<file path="src/rtl/hex_scan_if.sv">
// rtl/hex_scan_if.sv - value/display bundle between a producer and the hex_scan driver
interface hex_scan_if #(
  parameter int DIGITS = 4
);
  logic                  load;
  logic [4*DIGITS-1:0]   value;
  logic [DIGITS-1:0]     dp_in;
  logic                  lz;
  logic [DIGITS-1:0]     blink_mask;
  logic [6:0]            seg;
  logic                  dp;
  logic [DIGITS-1:0]     an;
  logic                  frame;

  // Producer side: drives value and display controls, watches the pins.
  modport master (
    output load, value, dp_in, lz, blink_mask,
    input  seg, dp, an, frame
  );

  // Driver side.
  modport slave (
    input  load, value, dp_in, lz, blink_mask,
    output seg, dp, an, frame
  );
endinterface

</file>
<file path="src/rtl/hex_scan.sv">
// rtl/hex_scan.sv - multiplexed hex seven-segment driver with tear-free updates
module hex_scan #(
  parameter int DIGITS    = 4,
  parameter int SCAN_DIV  = 1000,
  parameter int BLINK_DIV = 25000000
) (
  input  logic        clk,
  input  logic        rst,
  hex_scan_if.slave   bus
);
  localparam int CW = $clog2(SCAN_DIV);
  localparam int KW = (DIGITS > 1) ? $clog2(DIGITS) : 1;
  localparam int BW = (BLINK_DIV > 1) ? $clog2(BLINK_DIV) : 1;
  localparam logic [CW-1:0] CNT_LAST = CW'(SCAN_DIV - 1);
  localparam logic [KW-1:0] K_LAST   = KW'(DIGITS - 1);
  localparam logic [BW-1:0] B_LAST   = BW'(BLINK_DIV - 1);

  logic [CW-1:0]         cnt;
  logic [KW-1:0]         k;
  logic [BW-1:0]         bcnt;
  logic                  phase;
  logic [4*DIGITS-1:0]   shadow;
  logic [4*DIGITS-1:0]   active;
  logic [DIGITS-1:0]     dp_shadow;
  logic [DIGITS-1:0]     dp_active;
  logic                  pending;

  logic                  frame_end;
  logic [3:0]            nib;
  logic                  dp_req;
  logic                  lz_blank;
  logic                  blink_on;
  logic [DIGITS:0]       zero_above;

  // Hex digit to active-low gfedcba pattern.
  function automatic logic [6:0] font(input logic [3:0] n);
    case (n)
      4'h0: font = 7'h40;
      4'h1: font = 7'h79;
      4'h2: font = 7'h24;
      4'h3: font = 7'h30;
      4'h4: font = 7'h19;
      4'h5: font = 7'h12;
      4'h6: font = 7'h02;
      4'h7: font = 7'h78;
      4'h8: font = 7'h00;
      4'h9: font = 7'h10;
      4'hA: font = 7'h08;
      4'hB: font = 7'h03;
      4'hC: font = 7'h46;
      4'hD: font = 7'h21;
      4'hE: font = 7'h06;
      default: font = 7'h0E;
    endcase
  endfunction

  assign frame_end = (cnt == CNT_LAST) && (k == K_LAST);

  // Slot prescaler and digit index; the index advances as the prescaler wraps.
  always_ff @(posedge clk or posedge rst) begin
    if (rst) begin
      cnt <= '0;
      k   <= '0;
    end else if (cnt == CNT_LAST) begin
      cnt <= '0;
      k   <= (k == K_LAST) ? '0 : k + 1'b1;
    end else begin
      cnt <= cnt + 1'b1;
    end
  end

  // Blink half-period timer; phase=1 is the dark half.
  always_ff @(posedge clk or posedge rst) begin
    if (rst) begin
      bcnt  <= '0;
      phase <= 1'b0;
    end else if (bcnt == B_LAST) begin
      bcnt  <= '0;
      phase <= ~phase;
    end else begin
      bcnt <= bcnt + 1'b1;
    end
  end

  // Double buffer: loads land in the shadow, commits happen only at the end of
  // the last slot so a frame never mixes old and new digits. A load on the
  // commit edge itself bypasses the shadow so it is not delayed a whole frame.
  always_ff @(posedge clk or posedge rst) begin
    if (rst) begin
      shadow    <= '0;
      dp_shadow <= '0;
      active    <= '0;
      dp_active <= '0;
      pending   <= 1'b0;
      bus.frame <= 1'b0;
    end else begin
      bus.frame <= 1'b0;
      if (bus.load) begin
        shadow    <= bus.value;
        dp_shadow <= bus.dp_in;
        pending   <= 1'b1;
      end
      if (frame_end && (pending || bus.load)) begin
        active    <= bus.load ? bus.value : shadow;
        dp_active <= bus.load ? bus.dp_in : dp_shadow;
        pending   <= 1'b0;
        bus.frame <= 1'b1;
      end
    end
  end

  // zero_above[i] is set when every active nibble from i upward is zero.
  always_comb begin
    zero_above[DIGITS] = 1'b1;
    for (int i = DIGITS - 1; i >= 0; i--) begin
      zero_above[i] = zero_above[i+1] && (active[4*i +: 4] == 4'h0);
    end
  end

  // Select the current digit's nibble, dp request and blanking conditions.
  always_comb begin
    nib      = 4'h0;
    dp_req   = 1'b0;
    lz_blank = 1'b0;
    blink_on = 1'b0;
    for (int i = 0; i < DIGITS; i++) begin
      if (k == KW'(i)) begin
        nib      = active[4*i +: 4];
        dp_req   = dp_active[i];
        blink_on = phase && bus.blink_mask[i];
        if (i != 0) lz_blank = bus.lz && zero_above[i];
      end
    end
  end

  // Registered pins; the first cycle of every slot is dark so the previous
  // digit's segments do not ghost onto the next anode.
  always_ff @(posedge clk or posedge rst) begin
    if (rst) begin
      bus.seg <= 7'h7F;
      bus.dp  <= 1'b1;
      bus.an  <= '1;
    end else if (cnt == '0) begin
      bus.seg <= 7'h7F;
      bus.dp  <= 1'b1;
      bus.an  <= '1;
    end else begin
      bus.an  <= ~(DIGITS'(1) << k);
      bus.seg <= (lz_blank || blink_on) ? 7'h7F : font(nib);
      bus.dp  <= blink_on ? 1'b1 : ~dp_req;
    end
  end
endmodule

</file>
<file path="src/flat_wrapper.sv">
// flat-port wrapper written by rule: the top's interface ports become plain ports
module hex_scan_flat 
#(
  parameter int DIGITS    = 4,
  parameter int SCAN_DIV  = 1000,
  parameter int BLINK_DIV = 25000000
)
  (clk, rst, bus_load, bus_value, bus_dp_in, bus_lz, bus_blink_mask, bus_seg, bus_dp, bus_an, bus_frame);
  hex_scan_if #(.DIGITS(DIGITS)) bus_i ();
  input  logic clk;
  input  logic rst;
  input wire logic [$bits(bus_i.load)-1:0] bus_load;
  input wire logic [$bits(bus_i.value)-1:0] bus_value;
  input wire logic [$bits(bus_i.dp_in)-1:0] bus_dp_in;
  input wire logic [$bits(bus_i.lz)-1:0] bus_lz;
  input wire logic [$bits(bus_i.blink_mask)-1:0] bus_blink_mask;
  output wire logic [$bits(bus_i.seg)-1:0] bus_seg;
  output wire logic [$bits(bus_i.dp)-1:0] bus_dp;
  output wire logic [$bits(bus_i.an)-1:0] bus_an;
  output wire logic [$bits(bus_i.frame)-1:0] bus_frame;
  assign bus_i.load = bus_load;
  assign bus_i.value = bus_value;
  assign bus_i.dp_in = bus_dp_in;
  assign bus_i.lz = bus_lz;
  assign bus_i.blink_mask = bus_blink_mask;
  assign bus_seg = bus_i.seg;
  assign bus_dp = bus_i.dp;
  assign bus_an = bus_i.an;
  assign bus_frame = bus_i.frame;
  hex_scan #(.DIGITS(DIGITS), .SCAN_DIV(SCAN_DIV), .BLINK_DIV(BLINK_DIV)) u_core (.clk(clk), .rst(rst), .bus(bus_i));
endmodule
</file>
<file path="config.mk">
export PLATFORM = sky130hd
export DESIGN_NAME = hex_scan_flat
export DESIGN_NICKNAME = d
export VERILOG_FILES = /design/src/rtl/hex_scan_if.sv /design/src/rtl/hex_scan.sv /design/src/flat_wrapper.sv
export SDC_FILE = /design/constraint.sdc
export NUM_CORES = 1
export LEC_CHECK = 0
export ABC_AREA = 0
export BUFFER_PORTS_ARGS = -buffer_cell sky130_fd_sc_hd__buf_2
export CELL_PAD_IN_SITES_DETAIL_PLACEMENT = 0
export CELL_PAD_IN_SITES_GLOBAL_PLACEMENT = 1
export CORE_MARGIN = 1.5
export CORE_UTILIZATION = 46
export DETAILED_ROUTE_END_ITERATION = 8
export PLACE_DENSITY = 0.79
export SLEW_MARGIN = 10
export SYNTH_ARGS = -nofsm -noshare
export SYNTH_HDL_FRONTEND = slang
export SYNTH_SLANG_ARGS = --single-unit
export TNS_END_PERCENT = 20
</file>
<file path="constraint.sdc">
create_clock -name clk -period 5.71 [get_ports clk]
set_input_delay 1.142 -clock clk [delete_from_list [all_inputs] [get_ports clk]]
set_output_delay 1.142 -clock clk [all_outputs]
set_load 0.02 [all_outputs]
</file>
; ---- Word level (Yosys, flattened, before mapping)
; Memory sizes are Yosys's and may differ from the RTL's.
; Cells that the tools add are included.
[op_classes]
reduce_logical = 19
shift = 1
n_mux = 28
n_eq_ne = 5
add_sub_neg = 3
n_bitwise = 3
[op_table]
columns = cell, n
row1 = $add A25 B1 Y25 const B, 1
row2 = $eq A25 B25 Y1 const B, 1
row3 = $mux W25, 1
row4 = $mux W4, 6
row5 = $mux W1, 16
row6 = $mux W16, 1
row7 = $mux W7, 2
row8 = $logic_not A4 Y1, 3
row9 = $logic_and A1 B1 Y1, 11
row10 = $add A10 B1 Y10 const B, 1
row11 = $eq A10 B10 Y1 const B, 1
row12 = $logic_not A10 Y1, 1
row13 = $mux W10, 1
row14 = $eq A2 B2 Y1 const B, 2
row15 = $not A4 Y4, 1
row16 = $shl A1 B2 Y4 const A, 1
row17 = $add A2 B1 Y2 const B, 1
row18 = $eq A2 B1 Y1 const B, 1
row19 = $logic_not A2 Y1, 1
row20 = $logic_or A1 B1 Y1, 2
row21 = $mux W2, 1
row22 = $not A1 Y1, 2
row23 = $reduce_bool A2 Y1, 1
[totals]
mem_bits_ro = 112
inputBits = 28
mem_count = 1
elab_cells = 73
register_bits = 92
[memory_table]
columns = memory, depth, width, rd, rd_clocked_by_memory_dff, wr, line_no
row1 = (no name shown), 16, 7, 1, 0, 0, hex_scan.sv:37  ; case (n)

; ---- Depth between registers and ports, before layout
[logic_depth]
depth_word = 10
mapped_depth = 10

; ---- Least setup slack after synthesis
; Ideal clock, no wire load.
[synth_path]
path_type = flip-flop to flip-flop
from = register u_core.k[0]
to = register u_core.bus.seg[0]
n_path_buf = 0
path_stages_with_launch = 11
arrival_time_ns = 2.334
setup_ns = 0.083
setup_slack_ns = 3.293
required_time_ns = 5.627
cell_sequence = dfrtp_1 > inv_1 > ha_1 > nor2b_1 > a221o_1 > a22oi_1 > inv_1 > ha_1 > or3_1 > o221ai_1 > nand2_1
[synth_between]
elab_chain_len = 8
elab_cells_between_ends = 19
cone_classes = eq/ne (3) / mux (13) / reduce/logical (2) / memory (1)
[synth_lines]
columns = item, line_no
row1 = "start, declared", hex_scan.sv:19  ; logic [KW-1:0] k;
row2 = "start signal, assigned", hex_scan.sv:66  ; k <= (k == K_LAST) ? '0 : k + 1'b1;
row3 = $logic_not A2 Y1, hex_scan.sv:127  ; if (k == KW'(i)) begin
row4 = $mux W4 / $mux W1 (equally long branches) (4 in series), hex_scan.sv:127
row5 = $mem_v2 Z16 W7 / $logic_or A1 B1 Y1 (equally long branches), --
row6 = $mux W7 (*), hex_scan.sv:149  ; bus.seg <= (lz_blank || blink_on) ? 7'h7F : font(nib);
row7 = $mux W7 (*), hex_scan.sv:143  ; end else if (cnt == '0) begin
row8 = "end signal, assigned", hex_scan.sv:149
row9 = "end, declared", hex_scan_if.sv:24  ; output seg, dp, an, frame
; Every way passes the cells marked *; elsewhere a longest branch is shown, timed or not.
; A chain may end at the register's enable or synchronous reset.

; ---- Worst setup path after layout
[layout_path]
from = register u_core.k[1]
to = register u_core.bus.seg[0]
; The elaborated chain is that of the path after synthesis.

==> out/qor.json <==
{
  "status": {
    "status": "complete, no violations"
  },
  "power": {
    "cell_internal_pwr_uw": 893,
    "power.combinational.fraction_pct": 3.9,
    "p_seq_share_pct": 57.7,
    "clock_power_share_pct": 38.4,
    "vdd.ir_drop.worst_v": 0.000115,
    "power-per-cell-area_mw_per_mm2": 243,
    "leakage_uw": 0.00217,
    "sw_frac_of_total_pct": 22.9,
    "p_sw_uw": 265
  },
  "worst_setup_path": {
    "worstSetupEndpointType": "register",
    "kind_of_critical_path": "register to register",
    "arrival_ns": 3.17,
    "worstPathRequired_ns": 5.99,
    "worstSetupStartpointType": "register",
    "critPathMaxFanout": 11
  },
  "finish": {
    "syn2layout_area_growth_pct": 11.5,
    "stdcell_count": 522,
    "nFillCells": 838,
    "post_route_cells_drive_above_1_share_pct": 29.2,
    "diodes": 0,
    "layout.nets": 447
  },
  "floorplanning": {
    "starting_density_pct": 47.0,
    "die_area_mm2": 0.00989,
    "fp.dieH_um": 99.5,
    "chip_width_um": 99.5,
    "core.rowCount": 35,
    "io-pin-count": 41,
    "core-area_mm2": 0.00911
  },
  "routing": {
    "drc": 0,
    "vias_per_cell": 5.29,
    "drt_first_iter_violations": 53,
    "ant_nets": 0,
    "drt_first_pass_iters": 4,
    "detail_route.wl_per_cell_um": 14.3,
    "routed_wirelength_mm": 7.45,
    "routed-via-count": 2762
  },
  "clock_tree": {
    "clockRootBuffer": "sky130_fd_sc_hd__clkbuf_8",
    "cts_inserted_buffers": 9,
    "h-tree-depth": 3,
    "insertion_delay_ns": 0.36,
    "post-cts-setup-buffers": 0,
    "total_of_cells_resized_after_clock_tree_synthesis": 0,
    "tritoncts_clock_tree": "built",
    "clkTransAtPathRegs_ns": 0.09,
    "holdBufCountCts": 0,
    "clock_tree.buffer_depth": 2,
    "numClockSinks": 92
  },
  "sta": {
    "setup_total_negative_slack_ns": 0,
    "fmaxAchievable_mhz": 346,
    "worst_slew_pin_slew_ns": 0.940,
    "period_needed_ns": 2.89,
    "timing.final.hold_violations": 0,
    "final_worst_slack_ns": 2.82,
    "final-setup-viol-count": 0,
    "worst_clock_skew_ns": 0.00932,
    "timing.final.crit_share_pct": 50.6,
    "timing.slew.headroom_pct": 36.9,
    "slew_viol_final": 0,
    "rsz0062_at_grt": "no"
  },
  "place": {
    "placed_wire_length_estimate_after_detailed_placement_mm": 5.22,
    "place_ws_ns": 2.85,
    "finalWeightedCongestion": 0.785,
    "io_buffers": 40,
    "placed_cells_incl_taps": 506
  },
  "global_route": {
    "largest_net_degree_at_the_start_of_global_routing": 57,
    "grt-ovfl-total": 0,
    "grt_antenna_before_repair": 0,
    "wire_length_of_the_first_global_routing_pass_mm": 12.8,
    "vias_in_the_first_global_route": 2695,
    "grt.total_usage_pct": 16.2
  },
  "synth": {
    "proportion_of_synthesized_chip_area_in_sequential_cells_pct": 54.2,
    "synthDistinctLibCells": 51,
    "dominantRegCellSynth": "sky130_fd_sc_hd__dfrtp_1",
    "syn_area_cell_um2": 11.7,
    "yosys_warnings": 0,
    "ys_ff_latch": 92,
    "share_of_the_synthesized_area_in_the_top_cell_type_pct": 46.8,
    "synthesis.instances": 365,
    "synth_fp_nets": 406,
    "netlist_top_cells_area": "sky130_fd_sc_hd__dfrtp_1, sky130_fd_sc_hd__mux2_2, sky130_fd_sc_hd__dfstp_2",
    "synth-edff-count": 0,
    "post_synth_instance_area_mm2": 0.00428,
    "synth_top_cell_by_area": "sky130_fd_sc_hd__dfrtp_1",
    "postSynth.asyncResetShare_pct": 100
  },
  "min_path": {
    "worstHoldPathType": "register to register"
  },
  "job": {
    "drv_cap": 0
  }
}
[worst max-delay path, cell delays in order (launching register included)]
cell and delay [ns]:
sky130_fd_sc_hd__dfrtp_1 0.41, sky130_fd_sc_hd__inv_1 0.10, sky130_fd_sc_hd__ha_1 0.35, sky130_fd_sc_hd__nor2b_1 0.14, sky130_fd_sc_hd__a221o_1 0.36, sky130_fd_sc_hd__a22oi_1 0.51
sky130_fd_sc_hd__inv_1 0.15, sky130_fd_sc_hd__ha_1 0.26, sky130_fd_sc_hd__or3_1 0.37, sky130_fd_sc_hd__o221ai_1 0.08, sky130_fd_sc_hd__nand2_1 0.09
[cell usage in the layout, fill, tap and decap left out, drive strengths merged, types with 3 or more instances in the layout]
cell type  count
dfrtp         80
buf           42
mux2          40
nor2          34
nand2         25
xnor2         17
inv           17
nand3         15
ha            13
xor2          12
dfstp         12
nor3          10
clkbuf         9
o21ai          7
nor2b          7
a21oi          6
nand4          5
and4           5
nor3b          4
nor4           4
or3            3
a211o          3
mux2i          3
o221ai         3
o211ai         3
a211oi         3
[routing by layer]
metal  share of wire [%]  vias up  GRT usage [%]
met5                   0        -              0
met4                 1.3        0           5.20
met3                 2.9       10           3.65
met2                  50       39           27.8
met1                  46     1350           20.5
li1                    -     1363              -
[cell usage after synthesis (5+ instances only)]
| cell type | n |
|---|---|
| sky130_fd_sc_hd__dfrtp_1 | 80 |
| sky130_fd_sc_hd__mux2_2 | 40 |
| sky130_fd_sc_hd__nor2_1 | 34 |
| sky130_fd_sc_hd__nand2_1 | 25 |
| sky130_fd_sc_hd__xnor2_1 | 17 |
| sky130_fd_sc_hd__inv_1 | 15 |
| sky130_fd_sc_hd__nand3_1 | 14 |
| sky130_fd_sc_hd__ha_1 | 13 |
| sky130_fd_sc_hd__dfstp_2 | 12 |
| sky130_fd_sc_hd__xor2_1 | 12 |
| sky130_fd_sc_hd__nor3_1 | 10 |
| sky130_fd_sc_hd__nor2b_1 | 7 |
| sky130_fd_sc_hd__o21ai_0 | 7 |
| sky130_fd_sc_hd__a21oi_1 | 6 |
| sky130_fd_sc_hd__clkbuf_1 | 5 |
| sky130_fd_sc_hd__nand4_1 | 5 |
[sequential cells by signal, indices dropped and copies added (netlist names)]
signal            count
u_core.dp_active      4
u_core.cnt           10
u_core.bcnt          25
u_core.bus.dp         1
u_core.dp_shadow      4
u_core.shadow        16
u_core.phase          1
u_core.k              2
u_core.bus.an         4
u_core.bus.frame      1
u_core.bus.seg        7
u_core.pending        1
u_core.active        16
[worst paths after layout]
check / startpoint / to / slack [ns] / depth (start not counted)
worst max-delay path: u_core.k[1]$_DFFE_PP0N_ / u_core.bus.seg[0]$_DFF_PP1_ / 2.82 / 10
worst min-delay path: u_core.phase$_DFFE_PP0N_ / u_core.phase$_DFFE_PP0N_ / 0.48 / 1
worst max register to register: u_core.k[1]$_DFFE_PP0N_ / u_core.bus.seg[0]$_DFF_PP1_ / 2.82 / 10
worst min register to register: u_core.phase$_DFFE_PP0N_ / u_core.phase$_DFFE_PP0N_ / 0.48 / 1
max in group asynchronous: rst / u_core.bus.frame$_DFF_PP0_ / 3.77 / 3
min in group asynchronous: rst / u_core.bcnt[12]$_DFF_PP0_ / 0.83 / 2
[area by class of cell]
| class | instances | area [um2] | share of cell area, % |
|---|---|---|---|
| Inverter | 15 | 57.6 | 1.21 |
| Clock buffer | 9 | 124 | 2.60 |
| Timing Repair Buffer | 42 | 215 | 4.51 |
| Sequential cell | 92 | 2320 | 48.5 |
| Multi-Input combinational cell | 246 | 1840 | 38.6 |
| Clock inverter | 7 | 80.1 | 1.68 |
| Tap cell | 111 | 139 | 2.91 |
[through the flow]
step           hold slack (ns)  utilization [%]  instance area, um2  total power [uW]
6_report                 0.480             52.4                4770              1160
5_1_grt                  0.512             52.4                4770              1200
4_1_cts                  0.477             52.4                4770              1180
3_5_place_dp             0.462             50.2                4570               729
3_3_place_gp             0.455             50.2                4570               727
2_1_floorplan            0.435                -                4280               709
[logic make-up (layout without fill, tap and decap cells)]
| logic type | Yosys count | count (layout) | share of synthesized area [%] |
|---|---|---|---|
| buf+inv | 27 | 73 | 2.84 |
| simple gates | 121 | 121 | 15.2 |
| fa+ha+maj | 13 | 13 | 3.80 |
| mux | 43 | 43 | 11.2 |
| flops | 92 | 92 | 54.2 |
| xor+xnor | 29 | 29 | 5.94 |
| compound gates | 40 | 40 | 6.87 |
[power groups by stage]
stage | sequential, uW | combinational [uW] | clock (uW)
finish | 668 | 45.5 | 444
global route | 670 | 51.8 | 481
CTS | 669 | 47.8 | 461
detailed placement | 681 | 48.0 | 0
global placement | 681 | 46.1 | 0
floorplan | 680 | 28.9 | 0
No activity file was read; power rests on OpenSTA's default activity.
